**config.mk**
```make
export PLATFORM = sky130hd
export DESIGN_NAME = connect4_board_engine
export DESIGN_NICKNAME = d
export VERILOG_FILES = /design/src/rtl/connect4_pkg.sv /design/src/rtl/connect4_run_scanner.sv /design/src/rtl/connect4_board_engine.sv
export SDC_FILE = /design/constraint.sdc
export NUM_CORES = 1
export LEC_CHECK = 0
export ABC_AREA = 1
export CORE_ASPECT_RATIO = 1.1
export CORE_MARGIN = 4
export CORE_UTILIZATION = 60
export DETAILED_ROUTE_END_ITERATION = 10
export MAX_ROUTING_LAYER = met4
export PLACE_DENSITY_LB_ADDON = 0.3
export SLEW_MARGIN = 0
export SYNTH_ARGS = -nofsm -noshare
export SYNTH_HDL_FRONTEND = slang
export SYNTH_HIERARCHICAL = 1
export SYNTH_SLANG_ARGS = --single-unit
```
**constraint.sdc**
```tcl
create_clock -name clk -period 3.5 [get_ports clk]
set_input_delay 0.35 -clock clk [delete_from_list [all_inputs] [get_ports clk]]
set_output_delay 0.35 -clock clk [all_outputs]
set_load 0.02 [all_outputs]
```
**src/rtl/connect4_pkg.sv**
```systemverilog
// rtl/connect4_pkg.sv - shared codes and direction deltas for the Connect-4 board engine
package connect4_pkg;

    // Game FSM state codes seen on current_state
    localparam logic [1:0] GAME_INIT = 2'b00;
    localparam logic [1:0] P1_TURN   = 2'b01;
    localparam logic [1:0] END_GAME  = 2'b10;
    localparam logic [1:0] P2_TURN   = 2'b11;

    // in_game_status codes
    localparam logic [1:0] NEXT_TURN  = 2'b00;
    localparam logic [1:0] PLAYER_WIN = 2'b01;
    localparam logic [1:0] TIE_GAME   = 2'b10;

    // Cell contents
    localparam logic [1:0] EMPTY = 2'b00;
    localparam logic [1:0] P1    = 2'b01;
    localparam logic [1:0] P2    = 2'b10;

    // Scan directions, in scan order
    localparam logic [1:0] DIR_HORZ = 2'd0;
    localparam logic [1:0] DIR_VERT = 2'd1;
    localparam logic [1:0] DIR_DIAG = 2'd2;
    localparam logic [1:0] DIR_ANTI = 2'd3;

    typedef enum logic [1:0] {
        ST_IDLE,
        ST_PLACE,
        ST_SCAN,
        ST_REPORT
    } engine_state_t;

    // Positive-side row delta of a direction
    function automatic logic signed [4:0] dir_drow(input logic [1:0] dir);
        return (dir == DIR_HORZ) ? 5'sd0 : 5'sd1;
    endfunction

    // Positive-side column delta of a direction
    function automatic logic signed [4:0] dir_dcol(input logic [1:0] dir);
        case (dir)
            DIR_HORZ, DIR_DIAG: return 5'sd1;
            DIR_VERT:           return 5'sd0;
            default:            return -5'sd1;
        endcase
    endfunction

endpackage

```
**src/rtl/connect4_run_scanner.sv**
```systemverilog
// rtl/connect4_run_scanner.sv - walks the four lines through the newest piece looking for a winning run
// Ports: clk/reset; start latches origin_row/origin_col/player; rd_row/rd_col address the
// cell whose contents come back combinationally on rd_data; done (with win) marks the last scan cycle.
module connect4_run_scanner #(
    parameter int ROWS    = 6,
    parameter int COLS    = 7,
    parameter int WIN_LEN = 4
) (
    input  logic       clk,
    input  logic       reset,
    input  logic       start,
    input  logic [2:0] origin_row,
    input  logic [2:0] origin_col,
    input  logic [1:0] player,
    input  logic [1:0] rd_data,
    output logic [2:0] rd_row,
    output logic [2:0] rd_col,
    output logic       done,
    output logic       win
);
    import connect4_pkg::*;

    logic              active;
    logic              side;      // 0: positive side, 1: negative side
    logic [1:0]        dir;
    logic [3:0]        step;
    logic [3:0]        run;
    logic [1:0]        player_q;
    logic signed [4:0] org_r, org_c;
    logic signed [4:0] cur_r, cur_c;

    logic signed [4:0] step_dr, step_dc;
    logic              in_board, match, hit_win, side_end, last_cell;
    logic [3:0]        run_inc;
    logic [1:0]        dir_nxt;

    always_comb begin
        step_dr   = side ? -dir_drow(dir) : dir_drow(dir);
        step_dc   = side ? -dir_dcol(dir) : dir_dcol(dir);
        // Signed coordinates so stepping left of column 0 is off-board rather than wrapping
        in_board  = !cur_r[4] && !cur_c[4] &&
                    (cur_r[3:0] < 4'(ROWS)) && (cur_c[3:0] < 4'(COLS));
        match     = in_board && (rd_data == player_q);
        run_inc   = run + 4'd1;
        hit_win   = match && (run_inc >= 4'(WIN_LEN));
        side_end  = !match || (step == 4'(WIN_LEN - 1));
        last_cell = side_end && side && (dir == DIR_ANTI);
        dir_nxt   = dir + 2'd1;
    end

    assign done   = active && (hit_win || last_cell);
    assign win    = active && hit_win;
    assign rd_row = cur_r[2:0];
    assign rd_col = cur_c[2:0];

    always_ff @(posedge clk) begin
        if (reset) begin
            active   <= 1'b0;
            side     <= 1'b0;
            dir      <= DIR_HORZ;
            step     <= '0;
            run      <= '0;
            player_q <= EMPTY;
            org_r    <= '0;
            org_c    <= '0;
            cur_r    <= '0;
            cur_c    <= '0;
        end else if (start) begin
            active   <= 1'b1;
            side     <= 1'b0;
            dir      <= DIR_HORZ;
            step     <= 4'd1;
            run      <= 4'd1;
            player_q <= player;
            org_r    <= $signed({2'b00, origin_row});
            org_c    <= $signed({2'b00, origin_col});
            cur_r    <= $signed({2'b00, origin_row}) + dir_drow(DIR_HORZ);
            cur_c    <= $signed({2'b00, origin_col}) + dir_dcol(DIR_HORZ);
        end else if (active) begin
            if (done) begin
                active <= 1'b0;
            end else if (!side_end) begin
                step  <= step + 4'd1;
                run   <= run_inc;
                cur_r <= cur_r + step_dr;
                cur_c <= cur_c + step_dc;
            end else if (!side) begin
                // Same direction, now walk away from the origin the other way
                side  <= 1'b1;
                step  <= 4'd1;
                run   <= match ? run_inc : run;
                cur_r <= org_r - dir_drow(dir);
                cur_c <= org_c - dir_dcol(dir);
            end else begin
                dir   <= dir_nxt;
                side  <= 1'b0;
                step  <= 4'd1;
                run   <= 4'd1;
                cur_r <= org_r + dir_drow(dir_nxt);
                cur_c <= org_c + dir_dcol(dir_nxt);
            end
        end
    end

endmodule

```
**src/rtl/connect4_board_engine.sv**
```systemverilog
// rtl/connect4_board_engine.sv - Connect-4 board store, gravity drop and win/tie detection
// Ports: clk/reset; move_valid/move_col drop request gated by current_state and player_turn;
// invalid_move, in_game_status, player_turn, board_full, busy report results;
// rd_row/rd_col/rd_cell form the combinational display read port.
module connect4_board_engine #(
    parameter int ROWS    = 6,
    parameter int COLS    = 7,
    parameter int WIN_LEN = 4
) (
    input  logic       clk,
    input  logic       reset,
    input  logic       move_valid,
    input  logic [2:0] move_col,
    input  logic [1:0] current_state,
    output logic       invalid_move,
    output logic [1:0] in_game_status,
    output logic       player_turn,
    output logic       board_full,
    output logic       busy,
    input  logic [2:0] rd_row,
    input  logic [2:0] rd_col,
    output logic [1:0] rd_cell
);
    import connect4_pkg::*;

    localparam logic [6:0] CELLS = 7'(ROWS * COLS);

    engine_state_t state;
    logic [1:0]    board  [ROWS][COLS];
    logic [3:0]    height [COLS];
    logic [6:0]    count;
    logic [2:0]    col_q;
    logic [1:0]    player_q;
    logic          win_q;

    logic          move_ok, col_ok;
    logic [3:0]    sel_height;
    logic [2:0]    scan_row, scan_col;
    logic [1:0]    scan_cell;
    logic          scan_done, scan_win;

    // Only the player whose turn it is may drop
    assign move_ok = move_valid &&
                     (((current_state == P1_TURN) && !player_turn) ||
                      ((current_state == P2_TURN) &&  player_turn));
    assign col_ok  = ({1'b0, move_col} < 4'(COLS));

    // Height lookup that stays in range for an illegal column
    always_comb begin
        sel_height = '0;
        for (int c = 0; c < COLS; c++) begin
            if (move_col == 3'(c)) begin
                sel_height = height[c];
            end
        end
    end

    always_comb begin
        rd_cell = EMPTY;
        if (({1'b0, rd_row} < 4'(ROWS)) && ({1'b0, rd_col} < 4'(COLS))) begin
            rd_cell = board[rd_row][rd_col];
        end
    end

    always_comb begin
        scan_cell = EMPTY;
        if (({1'b0, scan_row} < 4'(ROWS)) && ({1'b0, scan_col} < 4'(COLS))) begin
            scan_cell = board[scan_row][scan_col];
        end
    end

    // Origin is the landing row, read before the PLACE-edge increment of height
    connect4_run_scanner #(
        .ROWS    (ROWS),
        .COLS    (COLS),
        .WIN_LEN (WIN_LEN)
    ) u_scanner (
        .clk        (clk),
        .reset      (reset),
        .start      (state == ST_PLACE),
        .origin_row (height[col_q][2:0]),
        .origin_col (col_q),
        .player     (player_q),
        .rd_data    (scan_cell),
        .rd_row     (scan_row),
        .rd_col     (scan_col),
        .done       (scan_done),
        .win        (scan_win)
    );

    always_ff @(posedge clk) begin
        if (reset) begin
            state          <= ST_IDLE;
            invalid_move   <= 1'b0;
            in_game_status <= NEXT_TURN;
            player_turn    <= 1'b0;
            board_full     <= 1'b0;
            busy           <= 1'b0;
            count          <= '0;
            col_q          <= '0;
            player_q       <= EMPTY;
            win_q          <= 1'b0;
            for (int c = 0; c < COLS; c++) begin
                height[c] <= '0;
                for (int r = 0; r < ROWS; r++) begin
                    board[r][c] <= EMPTY;
                end
            end
        end else begin
            invalid_move <= 1'b0;
            case (state)
                ST_IDLE: begin
                    if (move_ok) begin
                        if (!col_ok || (sel_height == 4'(ROWS))) begin
                            invalid_move <= 1'b1;
                        end else begin
                            col_q    <= move_col;
                            player_q <= (current_state == P1_TURN) ? P1 : P2;
                            busy     <= 1'b1;
                            state    <= ST_PLACE;
                        end
                    end
                end
                ST_PLACE: begin
                    board[height[col_q][2:0]][col_q] <= player_q;
                    height[col_q] <= height[col_q] + 4'd1;
                    count         <= count + 7'd1;
                    state         <= ST_SCAN;
                end
                ST_SCAN: begin
                    if (scan_done) begin
                        win_q <= scan_win;
                        state <= ST_REPORT;
                    end
                end
                ST_REPORT: begin
                    // A win on the last piece must not read as a tie
                    if (win_q) begin
                        in_game_status <= PLAYER_WIN;
                        board_full     <= 1'b0;
                    end else if (count == CELLS) begin
                        in_game_status <= TIE_GAME;
                        board_full     <= 1'b1;
                    end else begin
                        in_game_status <= NEXT_TURN;
                        board_full     <= 1'b0;
                    end
                    player_turn <= ~player_turn;
                    busy        <= 1'b0;
                    state       <= ST_IDLE;
                end
                default: state <= ST_IDLE;
            endcase
        end
    end

endmodule

```
Yosys cells after proc, flatten, opt, wreduce, memory -nomap -nowiden. Memory sizes are Yosys's and may differ from the RTL's. A register that Yosys moved wholly into a read port is not among the register bits. Index checks and enable logic that the tools add are counted.

Memories kept: 2. Latch bits: 0. Output and inout bits: 8. Bits in read-only memories: 0. Flip-flop bits (word level): 51. Word-level logic and storage cells: 219. Bits in writable memories: 112. Input bits: 14.

Bitwise logic cells: 8. $mul: 0. Divide/modulo/power cells: 0. Shifts and indexed selects: 0. Equal/unequal tests: 26. Reduce and logical (&&, ||, !) cells: 46. Multiplexer cells: 88. $add $sub $neg: 14. $lt $le $gt $ge: 12.

Memory list: board (depth 6, bits a word 14, rd ports 2, clocked after memory_dff 1, write ports 6, RTL line connect4_board_engine.sv:29) `logic [1:0] board [ROWS][COLS];`; height (depth 7, bits a word 4, rd ports 8, clocked after memory_dff 1, write ports 7, RTL line connect4_board_engine.sv:30) `logic [3:0] height [COLS];`.

Operators with widths (number): $mux W5 (21); $mux W4 (12); $mux W14 (3); $mux W3 (9); $mux W2 (13); $mux W1 (23); $pmux W5 S2 (2); $reduce_and A3 Y1 (6); $logic_and A1 B1 Y1 (15); $lt A3 B3 Y1 const B (5); $reduce_or A14 Y1 (1); $add A4 B1 Y4 const B (3); $bmux W2 S3 (2); $eq A2 B2 Y1 const B (6); $ge A4 B4 Y1 const B (3); $not A3 Y4 (3); $add A4 B5 Y5 (2); $add A5 B5 Y5 (2); $sub A4 B5 Y5 (2); $eq A3 B3 Y1 const B (3); $eq A2 B1 Y1 const B (4); $lt A4 B3 Y1 const B (2); $pmux W2 S4 (1); $add A7 B1 Y7 const B (1); other kinds (29) (50).

Logic depth before layout (Yosys ltp). Gate-level depths: netlist (run 1).

Depth in word-level cells: 23. Mapped depth: 27. Mapped depth without buffers: 25.

Hierarchy. The synthesis (run 1) kept the hierarchy.

By module, submodules not included: connect4_board_engine (area an instance 9059.9 um2, cells each 1126, seq. area each 4744.6 um2, instances 1); connect4_run_scanner (area an instance 2213.4 um2, cells each 309, seq. area each 600.6 um2, instances 1).

Least setup slack after synthesis (run 1). No wires, ideal clock.

Path kind: register -> register. Start: reg u_scanner.cur_r[1]. End: reg state[0]. Stages on the path, launching flop included: 25. Data required time: 3.385 ns. Buffers on the path: 3. Clock period less this slack: 2.958 ns. Data arrival time: 2.843 ns. Slack: 0.542 ns. Library setup time: 0.115 ns. Cells stage by stage: dfxtp_1 -> buf_4 -> buf_2 -> clkbuf_1 -> o21ai_0 -> o211ai_1 -> nand3_1 -> nand2_1 -> nand2_1 -> nand3_1 -> nand2_1 -> a21oi_1 -> inv_1 -> nand2_1 -> nand3_1 -> nor2_2 -> nand3_2 -> nand3_1 -> nand2_1 -> nand2_1 -> inv_1 -> o21ai_0 -> nand3_1 -> nand2_1 -> nor2_1.

Cells in the longest elaborated chain, start to end: 13. Elaborated cells between the ends (all ways): 17. Those cells by class: order compare (2); eq/ne (2); mux (1); reduce/logical (12).

RTL lines: from (decl) (RTL line connect4_run_scanner.sv:30) `logic signed [4:0] cur_r, cur_c;`; from (signal assigned) (RTL line connect4_run_scanner.sv:77) `cur_r <= $signed({2'b00, origin_row}) + dir_drow(DIR_HORZ);`; from (signal assigned) (RTL line connect4_run_scanner.sv:85) `cur_r <= cur_r + step_dr;`; from (signal assigned) (RTL line connect4_run_scanner.sv:92) `cur_r <= org_r - dir_drow(dir);`; $lt A3 B3 Y1 * (RTL line connect4_board_engine.sv:67) `if (({1'b0, scan_row} < 4'(ROWS)) && ({1'b0, scan_col} < 4'(COLS))) begin`; $logic_and A1 B1 Y1 * (RTL line connect4_board_engine.sv:67); $mux W2 * (RTL line connect4_board_engine.sv:67); named net scan_cell[0] (RTL line connect4_board_engine.sv:39) `logic [1:0] scan_cell;`; $eq A2 B2 Y1 * (RTL line connect4_run_scanner.sv:43) `match = in_board && (rd_data == player_q);`; $logic_and A1 B1 Y1 * (RTL line connect4_run_scanner.sv:43); $logic_not A1 Y1 (RTL line connect4_run_scanner.sv:46) `side_end = !match || (step == 4'(WIN_LEN - 1));`; $logic_or A1 B1 Y1 (RTL line connect4_run_scanner.sv:46); $logic_and A1 B1 Y1 (2 in series) (RTL line connect4_run_scanner.sv:47) `last_cell = side_end && side && (dir == DIR_ANTI);`; $logic_or A1 B1 Y1 * (RTL line connect4_run_scanner.sv:51) `assign done = active && (hit_win || last_cell);`; $logic_and A1 B1 Y1 * (RTL line connect4_run_scanner.sv:51); named net scan_done (RTL line connect4_board_engine.sv:40) `logic scan_done, scan_win;`; $ne A2 B2 Y1 (no source line) *; $reduce_and A3 Y1 (no source line) *; to (signal assigned) (RTL line connect4_board_engine.sv:93) `state <= ST_IDLE;`; to (signal assigned) (RTL line connect4_board_engine.sv:120) `state <= ST_PLACE;`; to (signal assigned) (RTL line connect4_board_engine.sv:128) `state <= ST_SCAN;`; to (decl) (RTL line connect4_board_engine.sv:28) `engine_state_t state;`.

The timed path passes the listed nets; every way through them passes the cells marked *. A chain may end at the register's enable or synchronous reset.

Worst setup path in the final report (run 1).
Start: reg u_scanner.cur_r[0]. End: reg u_scanner.side.

Cells in the longest elaborated chain, start to end: 13. Elaborated cells between the ends (all ways): 17. Those cells by class: order compare (2); eq/ne (1); mux (1); bitwise (1); reduce/logical (12).

RTL lines: $lt A3 B3 Y1 * (RTL line connect4_board_engine.sv:67); $logic_and A1 B1 Y1 * (RTL line connect4_board_engine.sv:67); $mux W2 * (RTL line connect4_board_engine.sv:67); named net scan_cell[0] (RTL line connect4_board_engine.sv:39); $eq A2 B2 Y1 * (RTL line connect4_run_scanner.sv:43); $logic_and A1 B1 Y1 * (RTL line connect4_run_scanner.sv:43); $logic_not A1 Y1 (RTL line connect4_run_scanner.sv:46); $logic_or A1 B1 Y1 (RTL line connect4_run_scanner.sv:46); $logic_and A1 B1 Y1 (2 in series) (RTL line connect4_run_scanner.sv:47); $logic_or A1 B1 Y1 (RTL line connect4_run_scanner.sv:51); $logic_and A1 B1 Y1 (RTL line connect4_run_scanner.sv:51); $not A1 Y1 (no source line); $reduce_and A3 Y1 (no source line) *; to (signal assigned) (RTL line connect4_run_scanner.sv:59) `side <= 1'b0;`; to (signal assigned) (RTL line connect4_run_scanner.sv:70) `side <= 1'b0;`; to (signal assigned) (RTL line connect4_run_scanner.sv:89) `side <= 1'b1;`; to (decl) (RTL line connect4_run_scanner.sv:24) `logic side;`.

Marked as above.

==> metrics.md, run 1 <==
| Metric | Value |
|---|---|
| Fin area | `12300 um2` |
| Syn Nets | `around 1500` |
| Kind of end point of the critical path | `flop` |
| Inserted Clock Buffers | `17` |
| Status | `finished, final reports clean` |
| FP Rows | `52` |
| GRT busiest layer | `met2` |
| Mux share of post-synthesis cell area | `0%` |
| CTS max path bufs | `2` |
| Synth unique cells | `48` |
| Min Tclk post-route | `roughly 3.2 ns` |
| Slew Viols, Final | `0` |
| Slowest Stage Delay on Critical Path | `about 0.40 ns` |
| Total global routing track utilization | `between 20 and 30%` |
| Count of warnings emitted by yosys | `6` |
| Tightest Hold Check Type | `flop to flop` |
| Max FO, Critical Path | `33` |
| Clk_skew | `roughly 0.011 ns` |
| Share of cells above drive strength 1 | `7.07%` |
| Critical path class | `flop to flop` |
| #FFs+latches synth | `197` |
| P_leak | `~4.8 nW` |
| Clk Latency, worst-skew pair | `about 0.45 ns` |
| Simple-gate share of the synthesized area | `between 20% and 30%` |
| Synth Flop Type | `edfxtp_1` |
| Async set or reset register ratio after synthesis | `0%` |
| Power per cell area | `a little under 600 nW/um2` |
| Syn avg cell area | `around 8 um2` |
| Fmax | `~310 MHz` |
| Adder-Cell Fraction of Synth Area | `4.20%` |
| Drt drc | `0` |
| Maximum vdd drop | `~0.43 mV` |
| RSZ-0062 raised after global routing | `false` |
| Dpl ws | `around 0.31 ns` |
| Synth-to-Final Area Change | `8.97%` |
| H-tree Lvls | `4` |
| IO Pins | `22` |
| CTS tree | `done` |
| Layout Cells excl Fill | `~1700` |
| Setup WS post-layout | `between 0.2 and 0.3 ns` |
| Final ANT Viol Nets | `0` |
| Vias | `approximately 10000` |
| Largest net degree at the start of global routing | `50` |
| Initial Util | `61.2%` |
| Synth Cell Area | `between 10000 and 15000 um2` |
| Met3 usage | `roughly 4.3%` |
| Post-DP Area | `~12000 um2` |
| Max-cap viol count | `0` |
| Gr ovfl total | `0` |
| Clk sinks | `197` |
| Worst-path clk slew | `around 0.070 ns` |
| Seq/Total Area, Yosys | `47.4%` |
| Final WL | `about 30 mm` |
| XOR/XNOR share of the synthesized area | `under 10%` |
| DR pass1 iterations | `6` |
| Core region area | `~18000 um2` |
| TNS Setup | `0 ns` |
| Synth Area in Compound Gates | `15.1%` |
| Layout net count | `1480` |
| Worst path slowest cell | `dfxtp_4` |
| Slew HR | `slightly below 50%` |
| Largest family of logic cells by synthesized area | `simple AND/OR/NAND/NOR gates` |
| Critical Path Source Type | `flop` |
| Number of cells produced by synthesis | `about 1400` |
| Hold violation count in the final report | `0` |
| Post-CTS setup buffers | `0` |
| Met1 usage | `36.0%` |
| Slew at the pin closest to its max-slew limit | `around 0.76 ns` |
| Dpl hpwl | `~21 mm` |
| Pwr Total | `7.32 mW` |
| Die Wd | `139 um` |
| Finish-stage setup viols | `0` |
| Diode count | `0` |
| Die ar. | `21000 um2` |
| WL per Instance | `between 15 and 20 um` |
| CP required | `3.86 ns` |
| Vias in the first global route | `around 9200` |
| Via density | `approximately 6` |
| Die Span Y | `152 um` |
| Root buffer cell | `clkbuf_16` |
| First-pass GRT wire length | `around 47 mm` |
| Initial antenna violation count | `0` |
| Initial DRC Count | `about 1100` |
| Routability-driven placement congestion ratio | `0.985` |
| Worst-path cell chain | `inv_1 -> buf_12 -> nor2_1 -> o21ai_0 -> a21oi_1 -> a31oi_1 -> a21oi_1 -> a21oi_2 -> inv_1 -> nand2_1 -> nand3_1 -> nor2_4 -> nand3_2 -> nand3_1 -> nand3_2 -> buf_4 -> inv_1 -> nand3_1 -> a21oi_1` |
| Post-synth EDFFs | `140` |
| Crit share post-route | `between 90% and 100%` |
| Post-placement cell count | `approximately 1700` |
| Crit path DAT | `around 3.6 ns` |
| Port bufs | `21` |
| Met2 Track Usage GR | `a little under half` |
[cell families (layout without fill, tap and decap cells)]
family / Yosys count / after routing
adders and majority gates: 36 / 36
buffers and inverters: 215 / 223
DFF: 197 / 197
xor gates and xnor gates: 15 / 15
and+or+nand+nor: 659 / 659
AOI/OAI and AO/OA: 313 / 313
[metal layers]
layer / wire length, um / part of all wire (%)
met5: 0 / 0
met4: 1180 / 3.9
met3: 2410 / 8.1
met2: 14400 / 48
met1: 11900 / 40
[final timing paths]
path,start,endpoint,slack [ns],depth (start not counted)
setup / recovery,u_scanner/cur_r[0],u_scanner/side,0.29,19
hold / removal,u_scanner/run[3],u_scanner/run[3],0.47,2
hold reg to reg,u_scanner/run[3],u_scanner/run[3],0.47,2
setup reg to reg,u_scanner/cur_r[0],u_scanner/side,0.29,19
[cells in the mapped netlist (3+ instances only)]
| library cell | number | area, um2 |
|---|---|---|
| nor4_1 | 3 | 18.8 |
| clkinv_1 | 4 | 15.0 |
| xnor2_1 | 4 | 35.0 |
| buf_2 | 15 | 75.1 |
| a21oi_1 | 107 | 536 |
| o21ai_0 | 146 | 731 |
| a31oi_1 | 4 | 25.0 |
| clkbuf_1 | 48 | 180 |
| xor2_1 | 11 | 96.3 |
| nor2_2 | 8 | 50.1 |
| o22ai_1 | 9 | 56.3 |
| fa_1 | 3 | 60.1 |
| inv_2 | 8 | 30.0 |
| nand4_1 | 18 | 113 |
| nand2_2 | 5 | 31.3 |
| dfxtp_1 | 57 | 1140 |
| o21ai_2 | 3 | 26.3 |
| nand3_1 | 83 | 415 |
| o21ai_1 | 6 | 30.0 |
| edfxtp_1 | 140 | 4200 |
| inv_1 | 124 | 465 |
| buf_6 | 5 | 56.3 |
| nor3_1 | 6 | 30.0 |
| nor2_1 | 243 | 912 |
| o211ai_1 | 25 | 188 |
| ha_1 | 33 | 413 |
| buf_4 | 7 | 52.6 |
| nand2_1 | 281 | 1050 |
[critical path, delay by kind of cell (launching register included)]
family	cells	cell delay [ns]
flip-flops	1	0.40
AO/OA/AOI/OAI	6	0.98
buffers and inverters	5	0.80
AND/OR/NAND/NOR	8	0.95
[final cells by class]
cell class              count  area (um2)
fillers                  1523        6130
flip-flops and latches    197        5350
multi-input cells        1023        5050
inverters                 137         515
repair buffers             54         514
clock buffers              18         429
well taps                 243         304
clock inverters            14         119
[layout by cell type (no fill, tap or decap), types with 3 or more instances in the layout]
cell               n
xnor2_1            4
o21ai_1            8
dfxtp_1           54
nand3_1           83
xor2_1            11
edfxtp_1         140
clkbuf_16         18
buf_4             27
ha_1              33
nor2_1           243
nor4_1             3
a21oi_1          106
clkinvlp_4         4
a31oi_1            3
inv_2              9
fa_1               3
o21ai_2            3
nor3_1             6
nor2_2             7
clkinv_1           5
nand2_1          281
inv_1            123
inv_8              4
o211ai_1          25
clkdlybuf4s50_1   20
nand4_1           18
o22ai_1            9
o21ai_0          144
nand2_2            5
[power by group]
group,internal [mW],total (mW),switching [mW]
Combinational,0.826,2.61,1.78
Sequential,2.66,2.84,0.184
Clock,0.931,1.87,0.935
Total,4.42,7.32,2.90
[through the flow]
| stage | utilization [%] | hold slack, ns |
|---|---|---|
| floorplan | - | 0.432 |
| detailed placement | 63.4 | 0.457 |
| finish | 66.7 | 0.469 |
| global placement | 63.4 | 0.450 |
| global route | 66.7 | 0.488 |
| CTS | 66.4 | 0.468 |
[state kept, by name, indices dropped and copies added, names as in the netlist, named ones only]
signal	count
state	2
u_scanner/run	4
in_game_status	2
u_scanner/active	1
player_q	2
u_scanner/org_c	3
u_scanner/cur_c	5
u_scanner/org_r	3
invalid_move	1
height	32
player_turn	1
u_scanner/cur_r	5
u_scanner/side	1
u_scanner/step	4
win_q	1
board	112
u_scanner/player_q	2
u_scanner/dir	2
col_q	3
count	7
busy	1
[timing repair]
item / CTS / global route
endpoints found under the hold margin: 0 / 0
hold buffers: 0 / 0
resized for setup: 0 / 13
endpoints found under the setup margin: 0 / 10
(Power assumes the default switching activity.)
==> inputs of run 2 (changes only) <==
==> constraint.sdc (replaced) <==
create_clock -name clk -period 3.1 [get_ports clk]
set_input_delay 0.31 -clock clk [delete_from_list [all_inputs] [get_ports clk]]
set_output_delay 0.31 -clock clk [all_outputs]
set_load 0.02 [all_outputs]
==> metrics.md, run 2 (same netlist as run 1, synthesis figures left out) <==
| Metric | Value |
|---|---|
| Status | `finished, final reports clean` |
| Setup WS post-layout | `0.0739 ns (-0.219 ns)` |
| Tightest Hold Check Type | `flop to flop` |
| Post-placement cell count | `1667 (+0.85%)` |
| Max FO, Critical Path | `17 (-48%)` |
| Initial DRC Count | `1336 (+22%)` |
| Worst-path clk slew | `0.08 ns (about the same)` |
| Dpl ws | `0.0548 ns (-0.260 ns)` |
| Clk sinks | `197 (unchanged)` |
| Vias | `10200 (+1.2%)` |
| Worst-path cell chain | `inv_2 -> buf_12 -> nor2_1 -> o21ai_0 -> nand2_1 -> o2111ai_1 -> o211ai_1 -> a21oi_2 -> inv_1 -> nand2_1 -> nand3_1 -> nor2_4 -> nand3_2 -> nand2_1 -> nand2_1 -> inv_2 -> nor2_1 -> nor2_1 -> nand3_2 -> nand3_1 -> nand2_1 -> nor2_1` |
| Worst reg2reg path depth | `22 (+3)` |
| Initial Util | `61.2% (unchanged)` |
| Max FFs per register | `112 (unchanged)` |
| Largest net degree at the start of global routing | `66 (+32%)` |
| RR Startpoint | `u_scanner/cur_r[0]` |
| Core region area | `18400 um2 (unchanged)` |
| Die Wd | `139 um (unchanged)` |
| Slowest Stage Delay on Critical Path | `0.39 ns (about the same)` |
| Critical Path Source Type | `flop` |
| Commonest non-fill, non-tap cell in the layout | `nand2_1` |
| Most used cell, CP | `nand2_1` |
| Diode count | `0 (unchanged)` |
| Reg-to-reg setup timing slack | `0.07 ns (-0.22 ns)` |
| Worst path slowest cell | `dfxtp_4` |
| CTS tree | `done` |
| Inserted Clock Buffers | `17 (unchanged)` |
| CP required | `3.48 ns (-0.38 ns)` |
| Crit path DAT | `3.41 ns (-0.16 ns)` |
| Finish-stage setup viols | `0 (unchanged)` |
| Die Span Y | `152 um (unchanged)` |
| Vias in the first global route | `9355 (+2.1%)` |
| Dpl hpwl | `22.1 mm (+5.4%)` |
| Clk Latency, worst-skew pair | `0.45 ns (about the same)` |
| Port bufs | `21 (unchanged)` |
| Initial antenna violation count | `0 (unchanged)` |
| FP Rows | `52 (unchanged)` |
| Regs by FF count | `board: 112 flops, height: 32 flops, count: 7 flops` |
| First-pass GRT wire length | `48.9 mm (+4.4%)` |
| P_leak | `4.94 nW (+3.1%)` |
| DR pass1 iterations | `5 (-1)` |
| Share of cells above drive strength 1 | `8.98% (+1.9 points)` |
| Most frequent cells in the layout | `280 x nand2_1, 242 x nor2_1, 142 x o21ai_0` |
| Via density | `5.98 (+0.23%)` |
| Kind of end point of the critical path | `flop` |
| Drt drc | `0 (unchanged)` |
| Biggest register | `board` |
| Hold buffer count at cts | `0 (unchanged)` |
| Routability-driven placement congestion ratio | `0.978 (-0.65%)` |
| Hold violation count in the final report | `0 (unchanged)` |
| Max-cap viol count | `0 (unchanged)` |
| Critical path class | `flop to flop` |
| Final WL | `31.4 mm (+5.0%)` |
| RSZ-0062 raised after global routing | `true` |
| Synth-to-Final Area Change | `11.4%` |
| H-tree Lvls | `4 (unchanged)` |
| Slew at the pin closest to its max-slew limit | `0.646 ns (-0.114 ns)` |
| Slew Viols, Final | `0 (unchanged)` |
| IO Pins | `22 (unchanged)` |
| Crit Reg-Reg Endpoint | `state[0]` |
| Power per cell area | `686 nW/um2 (+15%)` |
| Worst Setup EP | `state[0]` |
| Final ANT Viol Nets | `0 (unchanged)` |
| Maximum vdd drop | `0.453 mV (+4.6%)` |
| Clk_skew | `0.0216 ns (+0.0111 ns)` |
| Slew HR | `56.6% (+7.5 points)` |
| Gr ovfl total | `0 (unchanged)` |
| Fmax | `330 MHz (+6.0%)` |
| Root buffer cell | `clkbuf_16` |
| Total global routing track utilization | `30.5% (+1.6 points)` |
| Min Tclk post-route | `3.03 ns (-0.181 ns)` |
| CTS max path bufs | `2 (unchanged)` |
| Die ar. | `21000 um2 (unchanged)` |
| Crit share post-route | `97.6% (+6.0 points)` |
| Layout net count | `1496 (+1.1%)` |
| WL per Instance | `18.5 um (+4.0%)` |
| Layout Cells excl Fill | `1702 (+0.95%)` |
| Pwr Total | `8.62 mW (+18%)` |
| Crit path launch | `u_scanner/cur_r[0]` |
-- run 2: power by group --
group	leakage [nW]	switching [mW]	internal, mW
Combinational	2.77	2.13	1.09
Sequential	1.88	0.180	3.00
Clock	0.287	1.13	1.09
-- run 2: stage by stage --
step / cell area [um2] / setup TNS, ns / hold WS, ns / utilization (%)
finish: 12600 / 0 / 0.466 / 68.2
global route: 12600 / -0.400 / 0.501 / 68.2
CTS: 12400 / 0 / 0.470 / 67.5
detailed placement: 11800 / 0 / 0.458 / 64.3
global placement: 11800 / 0 / 0.447 / 64.3
floorplan: 11300 / 0 / 0.432 / -
-- run 2: critical path: cells and delay by family (launching register included) --
family | cells | cell delay [ns]
AO/OA/AOI/OAI | 4 | 0.68
flip-flops | 1 | 0.39
AND/OR/NAND/NOR | 14 | 1.45
buffers and inverters | 4 | 0.43
-- run 2: metal layers --
layer  share of wire, %  global-route usage (%)
met5                  0                       -
met4                4.1                    14.2
met3                9.0                    5.27
met2                 47                    48.4
met1                 40                    38.6
-- run 2: area by class of cell --
cell class	count	area, um2
Fill cell	1505	5850
Sequential cell	197	5350
Multi-Input combinational cell	1023	5090
Timing Repair Buffer	70	709
Inverter	137	515
Clock buffer	17	425
Tap cell	243	304
Clock inverter	15	165
-- run 2: worst min path at each step --
| stage | start | endpoint | cells past startpoint |
|---|---|---|---|
| after global placement | u_scanner/run[3] | u_scanner/run[3] | 2 |
| after floorplan | u_scanner/run[3] | u_scanner/run[3] | 2 |
| final | in_game_status[0] | in_game_status[0] | 2 |
| after CTS | in_game_status[0] | in_game_status[0] | 2 |
| after global routing | u_scanner/org_c[0] | u_scanner/org_c[0] | 2 |
| after detailed placement | in_game_status[0] | in_game_status[0] | 2 |
-- run 2: repair_timing --
| action | CTS | global route |
|---|---|---|
| endpoints found under the setup margin | 0 | 23 |
| setup buffers | 0 | 1 |
| resized for setup | 0 | 26 |
| hold endpoints to repair | 0 | 0 |
